File: src/rtl/jtdsp16_extbridge.sv
// External-ROM fetch bridge: DSP program-ROM port to a system memory bus with bus_cs/bus_ok handshake.
// Optional JTDSP16_EXTCACHE_EN replaces the last-address hit register with a 4-entry direct-mapped cache.
module jtdsp16_extbridge #(
    parameter int unsigned TOUT      = 255,
    parameter logic [15:0] TOUT_DATA = 16'hFFFF
) (
    input  logic        clk,
    input  logic        rst,
    input  logic        ph1,
    input  logic        ext_rq,
    input  logic [15:0] ext_addr,
    output logic [15:0] ext_data,
    output logic        ext_wait,
    input  logic        flush,
    output logic        bus_cs,
    output logic [15:0] bus_addr,
    input  logic        bus_ok,
    input  logic [15:0] bus_data,
    output logic        tout_err
);

    localparam int unsigned CW = 8;
    localparam logic [CW-1:0] TOUT_LAST = CW'(TOUT - 1);

    localparam logic [1:0] IDLE = 2'd0;
    localparam logic [1:0] WAIT = 2'd1;
    localparam logic [1:0] DONE = 2'd2;

    logic [1:0]    state;
    logic [1:0]    state_nx;
    logic [CW-1:0] cnt;
    logic          flush_pend;
    logic          req;
    logic          hit;
    logic          miss;
    logic          done_ok;
    logic          done_to;

    assign req = ph1 & ext_rq & (ext_addr[15:12] != 4'd0);

`ifdef JTDSP16_EXTCACHE_EN
    logic [13:0] ctag  [4];
    logic [15:0] cdata [4];
    logic [3:0]  cvalid;
    logic [1:0]  ridx;
    logic [1:0]  fidx;

    assign ridx = ext_addr[1:0];
    assign fidx = bus_addr[1:0];
    assign hit  = req & cvalid[ridx] & (ctag[ridx] == ext_addr[15:2]);
`else
    logic [15:0] last_addr;
    logic        last_valid;

    assign hit = req & last_valid & (ext_addr == last_addr);
`endif

    assign miss     = req & ~hit;
    assign done_ok  = (state == WAIT) & bus_ok;
    assign done_to  = (state == WAIT) & ~bus_ok & (cnt == TOUT_LAST);
    // Stall starts combinationally with the miss; reset forces it low.
    assign ext_wait = rst & (((state == IDLE) & miss) | (state != IDLE));

    // State register
    always_ff @(posedge clk or negedge rst) begin
        if (!rst) begin
            state <= IDLE;
        end else begin
            state <= state_nx;
        end
    end

    // Next-state logic
    always_comb begin
        state_nx = state;
        case (state)
            IDLE:    if (miss) state_nx = WAIT;
            WAIT:    if (done_ok || done_to) state_nx = DONE;
            DONE:    state_nx = IDLE;
            default: state_nx = IDLE;
        endcase
    end

    // Bus handshake, timeout counter and returned word
    always_ff @(posedge clk or negedge rst) begin
        if (!rst) begin
            ext_data   <= 16'd0;
            bus_cs     <= 1'b0;
            bus_addr   <= 16'd0;
            tout_err   <= 1'b0;
            cnt        <= '0;
            flush_pend <= 1'b0;
        end else begin
            tout_err <= 1'b0;
            if (state == IDLE) begin
                if (miss) begin
                    bus_addr   <= ext_addr;
                    bus_cs     <= 1'b1;
                    cnt        <= '0;
                    flush_pend <= flush;
                end
`ifdef JTDSP16_EXTCACHE_EN
                if (hit) ext_data <= cdata[ridx];
`endif
            end
            if (state == WAIT) begin
                if (flush) flush_pend <= 1'b1;
                if (bus_ok) begin
                    ext_data <= bus_data;
                    bus_cs   <= 1'b0;
                end else if (cnt == TOUT_LAST) begin
                    ext_data <= TOUT_DATA;
                    bus_cs   <= 1'b0;
                    tout_err <= 1'b1;
                end else if (cnt != {CW{1'b1}}) begin
                    cnt <= cnt + CW'(1);
                end
            end
        end
    end

`ifdef JTDSP16_EXTCACHE_EN
    // Cache fill/invalidate; a flush seen during the fetch keeps the filled entry invalid
    always_ff @(posedge clk or negedge rst) begin
        if (!rst) begin
            cvalid <= 4'd0;
            for (int i = 0; i < 4; i++) begin
                ctag[i]  <= 14'd0;
                cdata[i] <= 16'd0;
            end
        end else begin
            if (flush) cvalid <= 4'd0;
            if (done_ok) begin
                ctag[fidx]   <= bus_addr[15:2];
                cdata[fidx]  <= bus_data;
                cvalid[fidx] <= ~(flush | flush_pend);
            end else if (done_to) begin
                cvalid[fidx] <= 1'b0;
            end
        end
    end
`else
    // Last-address hit register
    always_ff @(posedge clk or negedge rst) begin
        if (!rst) begin
            last_addr  <= 16'd0;
            last_valid <= 1'b0;
        end else begin
            if (done_ok) begin
                last_addr  <= bus_addr;
                last_valid <= ~(flush | flush_pend);
            end else if (done_to || flush) begin
                last_valid <= 1'b0;
            end
        end
    end
`endif

endmodule
File: config.mk
export PLATFORM = sky130hd
export DESIGN_NAME = jtdsp16_extbridge
export DESIGN_NICKNAME = d
export VERILOG_FILES = /design/src/rtl/jtdsp16_extbridge.sv
export SDC_FILE = /design/constraint.sdc
export NUM_CORES = 1
export LEC_CHECK = 0
export CAP_MARGIN = 25
export CORE_MARGIN = 4
export CORE_UTILIZATION = 40
export DETAILED_ROUTE_END_ITERATION = 12
export GPL_TIMING_DRIVEN = 0
export PLACE_DENSITY = 0.7
export SLEW_MARGIN = 0
export SYNTH_ARGS = -nofsm -noshare
export SYNTH_HDL_FRONTEND = slang
export SYNTH_SLANG_ARGS = --single-unit
File: constraint.sdc
create_clock -name clk -period 1.8 [get_ports clk]
set_input_delay 0.36 -clock clk [delete_from_list [all_inputs] [get_ports clk]]
set_output_delay 0.36 -clock clk [all_outputs]
set_load 0.1 [all_outputs]
Yosys cells after proc, flatten, opt, wreduce, memory -nomap -nowiden:

Cells that the tools add are included.

* bits in writable memories: 0
* latch bits: 0
* bits in read-only memories: 0
* input port bits: 38
* word-level logic and storage cells: 66
* memories kept: 0
* output and inout port bits: 35
* register bits: 62

* multipliers: 0
* shift-type cells: 0
* reduce and logical (&&, ||, !) cells: 10
* divide/modulo/power cells: 0
* eq/ne operators: 6
* $lt $le $gt $ge: 0
* multiplexer cells: 25
* $add $sub $neg: 1
* bitwise operators: 15

Operators by type and width (count)
* $mux W8: 6
* $mux W16: 2
* $eq A16 B16 Y1: 1
* $mux W1: 14
* $and A1 B1 Y1: 10
* $add A8 B1 Y8 const B: 1
* $eq A8 B8 Y1 const B: 1
* $ne A8 B8 Y1 const B: 1
* $reduce_and A2 Y1: 3
* $reduce_bool A2 Y1: 3
* $mux W2: 2
* $pmux W2 S2: 1
* $reduce_bool A4 Y1: 1
* $not A1 Y1: 3
* $eq A2 B1 Y1 const B: 1
* $logic_not A2 Y1: 1
* $logic_or A1 B1 Y1: 2
* $ne A2 B1 Y1 const B: 1
* $ne A2 B2 Y1 const B: 1
* $or A1 B1 Y1: 2

Longest topological paths before layout:

Gate-level depths: netlist of the first run.

* word-level depth: 12
* mapped depth: 7

Worst setup path before layout of the first run:

OpenSTA, ideal clock, no wires.

* path type: flip-flop to output port
* from: register last_addr[11]
* to: output ext_wait
* data arrival time: 1.726 ns
* cell stages (with the launch flop): 6
* slack: -0.286 ns
* path buffers: 0
* cells stage by stage: dfrtp_1 > xnor2_1 > nand3_1 > nor4_4 > a21oi_1 > o31a_1

* longest elaborated chain between the ends: 7

Ends and longest elaborated chain
* from (decl): RTL line 52 `logic [15:0] last_addr;`
* from (signal assigned): RTL line 150 `last_addr <= bus_addr;`
* $eq A16 B16 Y1: RTL line 55 `assign hit = req & last_valid & (ext_addr == last_addr);`
* $and A1 B1 Y1: RTL line 55
* $not A1 Y1: RTL line 58 `assign miss = req & ~hit;`
* $and A1 B1 Y1: RTL line 58
* $and A1 B1 Y1: RTL line 62 `assign ext_wait = rst & (((state == IDLE) & miss) | (state != IDLE));`
* $or A1 B1 Y1: RTL line 62
* $and A1 B1 Y1: RTL line 62
* to (decl): RTL line 13 `output logic ext_wait,`

Every way passes these cells.

Worst setup path in the final report of the first run:

* from: register last_addr[9]
* to: output ext_wait

The elaborated chain is that of the path after synthesis.

==> impl_metrics.tcl, run 1 <==
set metrics [dict create \
    worstSetupEndpointType "primary output" \
    antenna_found_initial 0 \
    layout_setup_ws_ns -0.534 \
    synth_flop_cell "dfrtp_1" \
    r2r_start "last_addr[9]$_DFFE_PN0P_" \
    critPathLaunchType "flop" \
    grt_max_degree 64 \
    nNetsFinal 364 \
    fill_cells 542 \
    worst_r2r_path_depth 8 \
    cpLargestDelayFamily "simple AND/OR/NAND/NOR gates" \
    peakVddDrop_v 0.000915 \
    crit_slowest_cell "dfrtp_1" \
    grtUsageMet2_pct 25.4 \
    postSynth.asyncResetShare_pct 100 \
    internal-power_mw 3.67 \
    die_w_um 92.8 \
    start_util_pct 41.7 \
    path_max_fanout 2 \
    max_stage_delay_ns 0.41 \
    whs_ns 0.111 \
    grt_pass1_wl_um 10900 \
    violations "negative setup slack" \
    cts.sinks 62 \
    postLayoutCoreUtil_pct 63.1 \
    synthAdderAreaFrac_pct 0.870 \
    crit_required_ns 1.44 \
    hold_viol_final 0 \
    syn_to_final_growth_pct 51.5 \
    wl_per_cell_um 16.1 \
    criticalPathCategory "flop to primary output" \
    synth_edf_count 0 \
    placedCellCount 391 \
    track_usage_pct 16.2 \
    syn_inst 223 \
    clkTransAtPathRegs_ns 0.08 \
    fp.dieH_um 92.8 \
    route.detailed.drc 0 \
    p_comb_share_pct 51.6 \
    row_count 30 \
    grt_overflow 0 \
    top_usage_layer "met2" \
    cp-startpoint "last_addr[9]$_DFFE_PN0P_" \
    path_cells "xor2_2 -> nand2b_4 -> nor4_4 -> a21oi_2 -> o31a_4 -> buf_12" \
    worstPathArrival_ns 1.97 \
    fin_area_um2 4360 \
    synth-compound-area-share_pct 10.6 \
    antenna_cells 0 \
    skew_ns 0.0123 \
    clkPwrFrac_pct 17.1 \
    synthMuxAreaShare_pct 14.0 \
    drtPass1Iterations 4 \
    yosysSeqAreaShare_pct 53.9 \
    vias 2110 \
    finalSetupViolations 26 \
    gp_congestion 0.787 \
    ioPinCount 73 \
    h-tree-depth 3 \
    synth_xor_area_share_pct 5.48 \
    outcome "finished with violations" \
    die_area_um2 8620 \
    synth_seq_cells 62 \
    dpl_cell_area_um2 3720 \
    core_area_um2 6910 \
    drt_iter0_markers 73 \
    root_buffer "clkbuf_8" \
    synth_top_family_by_area "multiplexers" \
    dp_hpwl_um 4480 \
    relSlewSlack_pct 47.0 \
    met3_usage_pct 3.57 \
    switchingPower_mw 3.40 \
    report.final.slew_viol_count 0 \
    yosysWarnings 0 \
    grt_pass1_vias 2229 \
    p_leak_nw 1.87 \
    stdcell_count 425 \
    worst_slew_pin_slew_ns 0.796 \
    routed_via_density 4.96 \
    powerDensity_nw_per_um2 1620 \
    fin_crit_ns 2.33 \
    max_cap_viol_count 0 \
    ctsLongestPathBuffers 2 \
    cp_num_cells 6 \
    max_freq_mhz 429 \
    clk_latency_ns 0.34 \
    wirelength_um 6840 \
    drive_gt1_share_pct 47.7 \
    period_share_pct 130 \
    synth_area_um2 2880 \
    yosys.area_share.simple_pct 12.3 \
    synthesis.nets 263 \
    p_sw_share_pct 48.1 \
    gr-usage-met1_pct 21.7 \
    path_buf_inv 1 \
    pre_cts_ws_ns -1.60 \
    numPortBuffers 72 \
    cts_tree "yes" \
    postRouteAntennaNets 0 \
    numCtsBuffers 9 \
    ys_types 43 \
    seqPwrFrac_pct 31.3 \
    syn_area_per_cell_um2 12.9 \
    grt_setup_unrepaired "yes" \
    hp-class "input pin to asynchronous set/reset pin" \
]
-- power by group through the flow --
stage | Clock [mW] | Combinational [mW] | Sequential (mW)
2_1_floorplan | 0 | 0.899 | 3.89
3_3_place_gp | 0 | 3.43 | 2.18
3_5_place_dp | 0 | 3.46 | 2.19
4_1_cts | 1.23 | 3.58 | 2.20
5_1_grt | 1.29 | 3.79 | 2.28
6_report | 1.21 | 3.64 | 2.21
-- metal layers --
metal | routed length (um) | vias up
met5 | 0 | -
met4 | 85 | 0
li1 | - | 1007
met3 | 230 | 7
met1 | 3110 | 1057
met2 | 3410 | 39
-- cells in the mapped netlist, drive strengths merged (3+ instances only) --
master	number	area (um2)
or4	3	23.8
buf	7	56.3
nand2	14	52.6
a21oi	5	36.3
dfrtp	62	1550
nor2	11	41.3
a221o	16	160
o21ai	6	30.0
nand3	9	50.1
xnor2	13	114
nand2b	4	25.0
xor2	5	43.8
mux2	32	402
or3	3	23.8
inv	5	18.8
-- final cells by class --
cell class                 count  area, um2  share of cell area (%)
timing repair buffer          91        966                    22.2
buffer                         8       75.1                    1.72
clock inverter                 7       75.1                    1.72
tap                           96        120                    2.75
sequential                    62       1550                    35.6
multi-input combinational    147       1430                    32.7
clock buffer                   9        124                    2.84
inverter                       5       18.8                   0.430
-- path summary, 6_finish.rpt --
path | to | slack (ns)
hold reg to reg | bus_cs$_DFF_PN0_ | 0.50
min in group clk | bus_addr[15]$_DFFE_PN0P_ | 0.30
hold / removal | bus_addr[3]$_DFFE_PN0P_ | 0.11
max in group asynchronous | cnt[4]$_DFF_PN0_ | 1.12
setup reg to reg | bus_addr[5]$_DFFE_PN0P_ | -0.18
setup / recovery | ext_wait | -0.53
-- worst register-to-register path: cells and delay by family, from the launching register on --
family,cells,cell delay [ns]
xor gates and xnor gates,1,0.17
muxes,1,0.29
AOI/OAI and AO/OA,1,0.07
and+or+nand+nor,2,0.48
DFF,1,0.41
buffers and inverters,3,0.44
-- placed cells by master (no fill, tap or decap), types with 3 or more instances in the layout --
cell             count
buf_2                4
nand2b_1             3
buf_6                6
dfrtp_1             60
a221o_1             16
dlygate4sd2_1        6
clkdlybuf4s15_2     34
xnor2_2              8
mux2_2              20
xnor2_1              5
nand3_1              6
dlymetal6s2s_1       4
clkinvlp_4           3
nand2_1             13
a21oi_1              3
mux2_4              12
clkdlybuf4s50_1     22
clkbuf_8             9
o21ai_2              4
buf_4               14
inv_1                4
nor2_1               7
xor2_1               3
-- flip-flops by register name, indices dropped and copies added (netlist names), 2 cells and up --
signal     cells
ext_data      16
bus_addr      16
cnt            8
state          2
last_addr     16
-- kinds of logic after synthesis --
family	after synthesis
multiplexers	32
AND/OR/NAND/NOR	58
AO/OA/AOI/OAI	37
adder cells (fa/ha/maj)	2
XOR/XNOR	18
buffers and inverters	14
flip-flops	62
-- per-stage QoR --
step           power [mW]  setup TNS (ns)
2_1_floorplan        4.79          -0.135
3_3_place_gp         5.61         -130.59
3_5_place_dp         5.65          -25.94
4_1_cts              7.01           -4.64
5_1_grt              7.35           -5.60
6_report             7.07           -3.38
-- repair_timing --
item                                    4_1_cts  5_1_grt
endpoints found under the hold margin         0        0
pin swaps                                    17       10
endpoints found under the setup margin       85       46
hold buffers                                  0        0
gates resized for setup                     167       30
gates cloned                                  2        0
buffers inserted                             14        4
Note: power is estimated with default switching activity, not from simulation.
==> run 2, diff against run 1 <==
Settings changed: CORE_MARGIN 4 to unset, GPL_ROUTABILITY_DRIVEN set to 0.
==> run 2 against run 1 <==
Net effect: the flow still finishes with violations (negative setup slack); die area shrank 13%; power shrank 1.5%; critical endpoint unchanged; first-iteration DRC count grew 49%; flip-flop and latch count is the same.
==> impl_metrics.tcl, run 2 (same netlist as run 1, synthesis figures left out) <==
set metrics [dict create \
    drtPass1Iterations 4 \
    switchingPower_mw 3.37 \
    start_util_pct 41.9 \
    postRouteAntennaNets 0 \
    nNetsFinal 366 \
    tns_ns -4.33 \
    track_usage_pct 19.2 \
    grt_overflow 0 \
    seqPwrFrac_pct 32.0 \
    hp-class "input pin to asynchronous set/reset pin" \
    cts.sinks 62 \
    pre_cts_ws_ns -1.59 \
    route.detailed.drc 0 \
    worst_slew_pin_slew_ns 0.655 \
    core_area_um2 6870 \
    p_sw_share_pct 48.5 \
    finalSetupViolations 26 \
    violations "negative setup slack" \
    drive_gt1_share_pct 46.8 \
    postLayoutCoreUtil_pct 63.7 \
    drt_iter0_markers 109 \
    ioPinCount 73 \
    routed_via_density 5.09 \
    clkTransAtPathRegs_ns 0.07 \
    max_freq_mhz 419 \
    fp.dieH_um 86.8 \
    wl_per_cell_um 16.1 \
    report.final.slew_viol_count 0 \
    critPathLaunchType "flop" \
    antenna_cells 0 \
    crit_required_ns 1.44 \
    dpl_cell_area_um2 3740 \
    final_common_cell "dfrtp_1" \
    hold_viol_final 0 \
    path_max_fanout 2 \
    grt_setup_unrepaired "yes" \
    antenna_found_initial 0 \
    row_count 30 \
    numCtsBuffers 9 \
    fin_crit_ns 2.39 \
    root_buffer "clkbuf_8" \
    relSlewSlack_pct 56.3 \
    cts_tree "yes" \
    syn_to_final_growth_pct 52.1 \
    worstPathArrival_ns 2.03 \
    outcome "finished with violations" \
    peakVddDrop_v 0.000945 \
    grt_max_degree 37 \
    h-tree-depth 3 \
    skew_ns 0.0112 \
    max_cap_viol_count 0 \
    period_share_pct 133 \
    hold_buffers 0 \
    vias 2174 \
    die_area_um2 7540 \
    layout_common_cells "dfrtp_1, clkdlybuf4s15_2, clkdlybuf4s50_1" \
    criticalPathCategory "flop to primary output" \
    grt_pass1_wl_um 10800 \
    fin_area_um2 4380 \
    numPortBuffers 72 \
    layout_setup_ws_ns -0.587 \
    wirelength_um 6870 \
    internal-power_mw 3.59 \
    clk_latency_ns 0.34 \
    p_comb_share_pct 52.9 \
    worstSetupEndpointType "primary output" \
    whs_ns 0.0484 \
    p_leak_nw 1.90 \
    ctsLongestPathBuffers 2 \
    die_w_um 86.8 \
    reg_top3 "bus_addr: 16 flops, ext_data: 16 flops, last_addr: 16 flops" \
    clkPwrFrac_pct 15.1 \
    dp_hpwl_um 4410 \
    powerDensity_nw_per_um2 1590 \
    grt_pass1_vias 2264 \
]
-- run 2: cell types whose count changed in the layout (fill, tap and decap cells not counted), moves of 2 or more --
cell            change
clkinv_4            -2
buf_4               +2
nand3_2             +2
clkbuf_1            +2
dlymetal6s2s_1      +3
xnor2_1             -2
clkinv_2            +2
clkinvlp_4          -2
buf_2               -2
xnor2_2             +2
-- run 2: area by class of cell --
| type | instances | area [um2] |
|---|---|---|
| fillers | 513 | 2490 |
| flip-flops and latches | 62 | 1550 |
| multi-input cells | 147 | 1450 |
| repair buffers | 93 | 990 |
| clock buffers | 12 | 145 |
| well taps | 96 | 120 |
| plain buffers | 8 | 78.8 |
| clock inverters | 4 | 22.5 |
| inverters | 5 | 18.8 |
-- run 2: metal layers --
metal	routed length (um)	share of wire [%]	global-route usage [%]	vias to the layer above
met1	3010	44	25.0	1084
met2	3400	49	29.6	61
li1	-	-	-	1017
met4	119	1.7	7.88	0
met3	334	4.9	6.19	12
met5	0	0	0	-
-- run 2: power by group through the flow --
stage	clock network [mW]	logic [mW]	registers [mW]
6_report	1.05	3.68	2.23
5_1_grt	1.14	3.81	2.29
4_1_cts	1.08	3.51	2.20
3_5_place_dp	0	3.47	2.18
3_3_place_gp	0	3.43	2.17
2_1_floorplan	0	0.899	3.89
-- run 2: critical path: stages, from the launching register on --
cell	delay (ns)
dfrtp_1	0.42
xnor2_2	0.21
nand3_2	0.12
nor4_4	0.36
a21oi_2	0.10
o31a_4	0.30
buf_12	0.17
-- run 2: through the flow --
step                total power, mW  instances
finish                         6.96        427
CTS                            6.79        419
global route                   7.23        427
floorplan                      4.79        223
detailed placement             5.66        392
global placement               5.60        391
-- run 2: final timing paths --
kind	startpoint	to	slack (ns)	cells after the start
worst min-delay path	rst	bus_addr[4]$_DFFE_PN0P_	0.05	1
worst max register to register	last_addr[10]$_DFFE_PN0P_	bus_addr[15]$_DFFE_PN0P_	-0.24	8
worst min register to register	ext_data[5]$_DFFE_PN0P_	ext_data[5]$_DFFE_PN0P_	0.52	1
worst max-delay path	last_addr[10]$_DFFE_PN0P_	ext_wait	-0.59	6
max in group asynchronous	rst	ext_data[13]$_DFFE_PN0P_	1.14	2
min in group clk	ext_addr[10]	bus_addr[10]$_DFFE_PN0P_	0.36	2
-- run 2: what timing repair did --
action,CTS,global route
gates cloned,1,0
resized for setup,147,40
endpoints found under the setup margin,78,53
pin swaps,13,11
buffers inserted,11,9
==> RTL change: new RTL, settings of run 2 <==
`CW`: 8 -> 12.
--- a/src/rtl/jtdsp16_extbridge.sv
+++ b/src/rtl/jtdsp16_extbridge.sv
@@ -19,7 +19,7 @@
     output logic        tout_err
 );
 
-    localparam int unsigned CW = 8;
+    localparam int unsigned CW = 12;
     localparam logic [CW-1:0] TOUT_LAST = CW'(TOUT - 1);
 
     localparam logic [1:0] IDLE = 2'd0;
Behaviour: same outputs for any inputs over 10 cycles, from zero or initial values and one cycle with rst low; that may be too few to reach the edited logic, so the function may still have changed.
==> RTL change against run 2 <==
  * The flow still finishes with violations (setup timing)
  * Final area increased by 5.2%
  * Sequential cell count increased by 4
  * Combinational power barely moved
  * Synthesized area rose by 6.2%
  * Routed wire length rose by 0.55%
  * Worst setup slack better by 0.18 ns
  * Die area rose by 6.1%
  * Total power up 6.8%
  * Count of clock-buffer cells in the layout down 2
  * Critical path type is now primary input to output pin
==> RTL change: results (changes against run 2) <==
The met3 demand-to-capacity share in global routing is 5.82% (was 6.19%). The number of maximum-capacitance constraint violations came out at 0 (unchanged). The via density per instance came to 5.19 (was 5.09). Area contributors post-synth: dfrtp_1 (54%), mux2_2 (8.8%), xnor2_1 (5.2%), o22a_1 (4.6%), mux2_4 (3.9%) (was dfrtp_1 (54%), mux2_2 (8.2%), mux2_4 (5.7%), a221o_1 (5.6%), xnor2_1 (4.0%)).

The combinational power came out at 3.69 mW (was 3.68 mW). The maximum buffer depth of the clock tree is 2 (unchanged). The static leakage is 1.92 nW (was 1.90 nW). Outcome: complete, but fails checks (unchanged).

The distinct cell type count of the synthesized netlist is 47 (was 43). The worst setup slack after layout came to -0.406 ns (was -0.587 ns). The actual transition at the worst max-transition pin came out at 0.843 ns (was 0.655 ns). The worst-skew pair later-pin latency came out at 0.34 ns (about the same).

The initial antenna violation count is 0 (unchanged). The global router's overall resource usage is 18.9% (was 19.2%). The number of global-route vias before repair came out at 2,372 (was 2,264). The met1 demand-to-capacity share in global routing came out at 23.8% (was 25.0%). Ranking of synthesized cells by instance count: dfrtp_1 (66), mux2_2 (24), xnor2_1 (18) (was dfrtp_1 (62), mux2_2 (21), a221o_1 (16)). The detailed placer's ending HPWL was 4490 µm (was 4410 µm). Violations in the final reports: setup timing (unchanged). The most used flip-flop cell after synthesis is dfrtp_1 (unchanged).

The area after detailed placement is 0.00392 mm² (was 0.00374 mm²). The initial detailed-routing violation count is 124 (was 109). The global-route wire length before repair came to 11,200 µm (was 10,800 µm).

The number of instances in the synthesized netlist is 240 (was 223). The portion of the post-synthesis area used by sequential elements is 54.0% (was 53.9%). The clock network fraction of total power came to 20.1% (was 15.1%). The detailed-routed wire length on met2 is 3590 µm (was 3400 µm). The largest net degree at the start of global routing is 69 (was 37). The number of cells in the design after placement was 411 (was 392).

The length of routed wiring on met1 came out at 2890 µm (was 3010 µm). The final count of negative-setup-slack endpoints is 42 (was 26). The switching power total came to 3.39 mW (was 3.37 mW). The number of fillers in the final layout is 551 (was 513). The final sum of negative setup slack came out at -5.38 ns (was -4.33 ns). The filler-free cell count of the finished design came out at 448 (was 427). The sequential power share came out at 30.3% (was 32.0%). The total met3 wirelength after detailed routing is 365 µm (was 334 µm). The highest ir drop seen on vdd came out at 932 µV (was 945 µV). The worst setup skew after layout was 0.00796 ns (was 0.0112 ns). The endpoint arrival time on the critical path came to 1.85 ns (was 2.03 ns). The clock sink total is 66 (was 62). The net count of the mapped netlist is 280 (was 263). The share of final-layout standard cells stronger than drive strength 1 is 43.0% (was 46.8%). The net count of the finished layout came out at 384 (was 366). The number of port buffers came out at 72 (unchanged). The routed wire length is 6900 µm (was 6870 µm). The post-placement setup slack came out at -1.47 ns (was -1.59 ns). The met2 usage in global routing is 31.4% (was 29.6%). The total iterations of the first detailed-routing run is 4 (unchanged).
RTL change: changes by cell type after synthesis, moves of 3 or more:
cell / change
o22a_1: +16
nand3_1: -3
mux2_2: +3
nor3_1: +5
mux2_4: -3
and3_1: +3
dfrtp_1: +4
nand4_1: +3
a221o_1: -16
buf_2: -3
nand2_1: -3
xnor2_1: +5
RTL change: worst max-delay path, cell delays in order:
cell	delay [ns]
clkdlybuf4s50_1	0.50
xnor2_1	0.14
nand4_1	0.19
nor3_4	0.23
a21oi_2	0.08
a21o_4	0.19
buf_12	0.16
RTL change: worst paths after layout:
path                                      startpoint                  endpoint  slack (ns)  cells after the start
hold / removal                                   rst          cnt[5]$_DFF_PN0_         0.1                      1
min in group clk                         ext_addr[9]   bus_addr[9]$_DFFE_PN0P_        0.41                      2
setup reg to reg           last_addr[10]$_DFFE_PN0P_   bus_addr[1]$_DFFE_PN0P_       -0.27                      8
setup / recovery                         ext_addr[7]                  ext_wait       -0.41                      7
hold reg to reg             ext_data[10]$_DFFE_PN0P_  ext_data[10]$_DFFE_PN0P_        0.51                      1
max in group asynchronous                        rst         cnt[11]$_DFF_PN0_        1.12                      1
RTL change: logic make-up after synthesis:
logic type	Yosys count	share of synthesized area [%]
AND/OR/NAND/NOR	62	11.7
AO/OA/AOI/OAI	43	11.2
buffers and inverters	12	2.82
flip-flops	66	54.0
multiplexers	33	13.1
adder cells (fa/ha/maj)	2	0.819
XOR/XNOR	22	6.30
RTL change: layout make-up:
cell class	instances	area, µm²	area share, %
timing repair buffer	93	977	21.2
clock inverter	6	114	2.47
clock buffer	10	128	2.77
multi-input combinational	162	1520	32.9
tap	99	124	2.69
buffer	9	83.8	1.82
inverter	3	11.3	0.244
sequential	66	1650	35.9
